File: src/rtl/uart_rx_fifo.sv
// Receive buffer between the buart holding register and the CPU read path.
// A three-state drain FSM pops buart into a first-word-fall-through FIFO.
module uart_rx_fifo #(
    parameter int unsigned DEPTH_LOG2 = 4,
    parameter int unsigned RTS_MARGIN = 4
) (
    input  logic                  clk,
    input  logic                  rst,
    input  logic                  uart_valid,
    input  logic [7:0]            uart_data,
    output logic                  uart_rd,
    input  logic                  cpu_rd,
    output logic [7:0]            cpu_data,
    output logic                  cpu_valid,
    output logic [DEPTH_LOG2:0]   level,
    output logic                  full,
    output logic                  rx_ready,
    output logic                  overrun,
    input  logic                  clr_overrun
);

    localparam int unsigned DEPTH = 1 << DEPTH_LOG2;
    localparam int unsigned LVL_W = DEPTH_LOG2 + 1;

    typedef enum logic [1:0] {IDLE, POP, GUARD} state_t;

    state_t                state_q, state_d;
    logic                  uart_rd_q, uart_rd_d;
    logic [DEPTH_LOG2-1:0] wr_ptr_q, wr_ptr_d;
    logic [DEPTH_LOG2-1:0] rd_ptr_q, rd_ptr_d;
    logic [LVL_W-1:0]      level_q, level_d;
    logic                  overrun_q, overrun_d;
    logic [7:0]            mem_q [DEPTH];

    logic fifo_full, fifo_empty, push, pop, drop;

    assign fifo_full  = (level_q == LVL_W'(DEPTH));
    assign fifo_empty = (level_q == '0);

    always_comb begin
        state_d   = state_q;
        uart_rd_d = 1'b0;
        case (state_q)
            IDLE: begin
                if (uart_valid) begin
                    state_d   = POP;
                    uart_rd_d = 1'b1;
                end
            end
            POP:     state_d = GUARD;
            GUARD:   state_d = IDLE;
            default: state_d = IDLE;
        endcase

        // A pop in the same cycle frees a slot, so a full FIFO can still accept
        pop  = cpu_rd && !fifo_empty;
        push = (state_q == POP) && (!fifo_full || pop);
        drop = (state_q == POP) && fifo_full && !pop;

        wr_ptr_d = push ? wr_ptr_q + DEPTH_LOG2'(1) : wr_ptr_q;
        rd_ptr_d = pop  ? rd_ptr_q + DEPTH_LOG2'(1) : rd_ptr_q;

        level_d = level_q;
        case ({push, pop})
            2'b10:   level_d = level_q + LVL_W'(1);
            2'b01:   level_d = level_q - LVL_W'(1);
            default: level_d = level_q;
        endcase

        overrun_d = overrun_q;
        if (drop) begin
            overrun_d = 1'b1;
        end else if (clr_overrun) begin
            overrun_d = 1'b0;
        end
    end

    always_ff @(posedge clk) begin
        if (rst) begin
            state_q   <= IDLE;
            uart_rd_q <= 1'b0;
            wr_ptr_q  <= '0;
            rd_ptr_q  <= '0;
            level_q   <= '0;
            overrun_q <= 1'b0;
        end else begin
            state_q   <= state_d;
            uart_rd_q <= uart_rd_d;
            wr_ptr_q  <= wr_ptr_d;
            rd_ptr_q  <= rd_ptr_d;
            level_q   <= level_d;
            overrun_q <= overrun_d;
        end
    end

    always_ff @(posedge clk) begin
        if (!rst && push) begin
            mem_q[wr_ptr_q] <= uart_data;
        end
    end

    assign uart_rd   = uart_rd_q;
    assign cpu_valid = !fifo_empty;
    assign cpu_data  = fifo_empty ? '0 : mem_q[rd_ptr_q];
    assign level     = level_q;
    assign full      = fifo_full;
    assign rx_ready  = (level_q <= LVL_W'(DEPTH - RTS_MARGIN));
    assign overrun   = overrun_q;

endmodule

File: config.mk
export PLATFORM = sky130hd
export DESIGN_NAME = uart_rx_fifo
export DESIGN_NICKNAME = d
export VERILOG_FILES = /design/src/rtl/uart_rx_fifo.sv
export SDC_FILE = /design/constraint.sdc
export NUM_CORES = 1
export LEC_CHECK = 0
export CAP_MARGIN = 20
export CORE_MARGIN = 2
export CORE_UTILIZATION = 35
export DETAILED_ROUTE_END_ITERATION = 7
export PLACE_DENSITY = 0.57
export SLEW_MARGIN = 20
export SYNTH_ARGS = -nofsm -noshare
export SYNTH_HDL_FRONTEND = slang
export SYNTH_SLANG_ARGS = --single-unit
File: constraint.sdc
create_clock -name clk -period 3.3 [get_ports clk]
set_input_delay 0.66 -clock clk [delete_from_list [all_inputs] [get_ports clk]]
set_output_delay 0.66 -clock clk [all_outputs]
set_load 0.02 [all_outputs]
==> qor.csv <==
metric,value,unit
CTS H-tree lvls,4,
slowest CP cell,clkdlybuf4s50_1,
grt ovf,0,
max_slew headroom,0.5340,
Critical Path Source Type,register,
Layout Utilization,0.4360,
# setup viols final,0,
outcome,"complete, no violations",
port buffer count,30,
power per cell area,774.8,mW/mm²
Yosys warning total,0,
# DRC,0,
"Seq/Total Area, Yosys",0.7088,
Syn Nets,362,
leakage power,2.315,nW
first-pass GRT wire length,19.47,mm
Crit path required time,2.64,ns
Clock Path Buffers,2,
Initial DRC Count,187,
area of the die,0.01825,mm²
placed cell count,595,
ys async rst share,0,
GRT Util Overall,0.1483,
initial antenna violation count,0,
Rows,47,
CTS tree,done,
crit path DAT,2.53,ns
Internal,3.929,mW
fin crit period,3.186,ns
RSZ-0062 raised after global routing,no,
clock group share of total power,0.320,
Die X,135.1,µm
Post-Place Setup Slack,0.4667,ns
final max-slew violation count,0,
Chip Height,135.1,µm
post-DP HPWL,7.826,mm
vias in the first global route,3317,
layout cell share with drive strength beyond 1,0.2255,
WL final,12.64,mm
Worst setup EP type,primary output,
Crit Path Class,reg2out,
setup TNS,0,ns
Switching Fraction,0.3037,
post-route clock period utilization,0.9655,
#FFs+latches synth,149,
root buf cell,clkbuf_16,
clock skew,0.01289,ns
pin slew with the least headroom to its limit,0.6968,ns
n_diodes,0,
Synth cell types,42,
first-pass detailed-route iteration total,4,
DRT antenna net count,0,
post-synth design cell area,0.006016,mm²
worst skew pair latency,0.42,ns
Max-Cap Viols,0,
post-DR vias/cell,5.140,
CP peak stage delay,0.56,ns
Syn Area/Cell,17.54,µm²
largest net degree at the start of global routing,33,
"CTS clk-pin slew, worst paths",0.06,ns
"Cell Chain, Critical Path",buf_12 -> mux4_2 -> mux2i_1 -> o22ai_2 -> clkdlybuf4s50_1,
ys flop type,edfxtp_1,
"commonest non-fill, non-tap cell in the layout",edfxtp_1,
gp weighted congestion,0.8271,
Core Footprint,0.01670,mm²
"EDFF count, synth",128,
Initial Util,0.3602,
Fmax achieved,313.9,MHz
Fin. Hold Viols,0,
"commonest cells after routing, fill and taps aside","edfxtp_1, mux4_2, clkdlybuf4s50_1",
Reg power frac,0.391,
CTS sink cnt,149,
worst setup margin,0.1138,ns
vias post-DR,3228,
Syn Inst Count,343,
worst-case vdd ir drop,0.4616,mV
Hold Crit Class,reg2reg,
Synth-to-Final Area Change,21.05,%
IO Count,31,
Overall Power,5.642,mW
CTS buffer count,17,
Comb power frac,0.289,
final std cells w/o fill,628,
Crit Path Max Fanout,16,
setup bufs post-CTS,0,
# nets final,414,
Net Switching,1.713,mW
Routed WL per cell,20.13,µm
[layout make-up]
cell class | count | area, µm²
multi-input combinational | 167 | 1635
sequential | 149 | 4265
clock inverter | 14 | 126.4
fill | 1494 | 9419
timing repair buffer | 54 | 528.0
inverter | 6 | 22.52
clock buffer | 18 | 429.2
tap | 220 | 275.3
[critical path: cells and delay by family (launching register included)]
kind | cells | cell delay, ns
multiplexers | 2 | 0.76
flip-flops | 1 | 0.41
AO/OA/AOI/OAI | 1 | 0.15
buffers and inverters | 2 | 0.78
[Yosys cell counts, drive strengths merged, types with 2 or more instances]
| library cell | n | share of area |
|---|---|---|
| a211oi | 4 | 0.0050 |
| a21oi | 6 | 0.0050 |
| a32oi | 3 | 0.0044 |
| buf | 11 | 0.010 |
| clkbuf | 10 | 0.0062 |
| dfxtp | 21 | 0.070 |
| edfxtp | 128 | 0.64 |
| ha | 6 | 0.012 |
| inv | 6 | 0.0037 |
| mux2 | 3 | 0.0056 |
| mux2i | 18 | 0.030 |
| mux4 | 32 | 0.12 |
| nand2 | 10 | 0.0062 |
| nand2b | 4 | 0.0042 |
| nand3 | 7 | 0.0058 |
| nand4 | 2 | 0.0021 |
| nor2 | 25 | 0.016 |
| nor2b | 4 | 0.0042 |
| nor3 | 8 | 0.0067 |
| nor4 | 3 | 0.0042 |
| nor4b | 2 | 0.0029 |
| o2111ai | 2 | 0.0029 |
| o21ai | 3 | 0.0025 |
| o22ai | 9 | 0.0094 |
| xnor2 | 4 | 0.0058 |
[state kept, by name, summed over array words and instances (netlist names), named ones only]
name,cells
mem_q,128
uart_rd,1
level,5
overrun,1
state_q,2
rd_ptr_q,4
wr_ptr_q,4
[cell families (layout without fill, tap and decap cells)]
| family | count (synthesis) | in the layout | share of synthesized area |
|---|---|---|---|
| xor+xnor | 5 | 5 | 0.007279 |
| compound gates | 33 | 33 | 0.03744 |
| buf+inv | 27 | 92 | 0.02038 |
| flops | 149 | 149 | 0.7088 |
| mux | 53 | 53 | 0.1554 |
| simple gates | 70 | 70 | 0.05824 |
| fa+ha+maj | 6 | 6 | 0.01248 |
[power groups by stage]
stage	clock [mW]	combinational [mW]	sequential, mW
after floorplan	0	1.09	2.21
after global placement	0	1.60	2.23
after detailed placement	0	1.61	2.23
after CTS	1.85	1.61	2.19
after global routing	1.93	1.76	2.22
final	1.81	1.63	2.20
[metrics by stage]
stage	hold slack, ns	cell area [µm²]
floorplan	0.4520	6016
global placement	0.4839	6690
detailed placement	0.4916	6690
CTS	0.4995	7246
global route	0.5416	7282
finish	0.4957	7282
[final timing paths]
check                 from           to  slack [ns]  cells past startpoint
hold reg to reg    overrun      overrun        0.50                      2
hold / removal     overrun      overrun        0.50                      2
setup / recovery  register  cpu_data[5]        0.11                      5
setup reg to reg  level[0]     level[4]        0.96                      9
[repair_timing]
item,CTS,global route
resized for setup,0,3
hold buffers,0,0
endpoints found under the setup margin,0,4
[layer usage]
layer / share of wire / up-vias / track usage
li1: - / 1480 / -
met1: 0.43 / 1634 / 0.1950
met2: 0.49 / 97 / 0.2318
met3: 0.065 / 17 / 0.04467
met4: 0.014 / 0 / 0.05903
met5: 0 / - / 0
No activity file was read; power rests on OpenSTA's default activity.
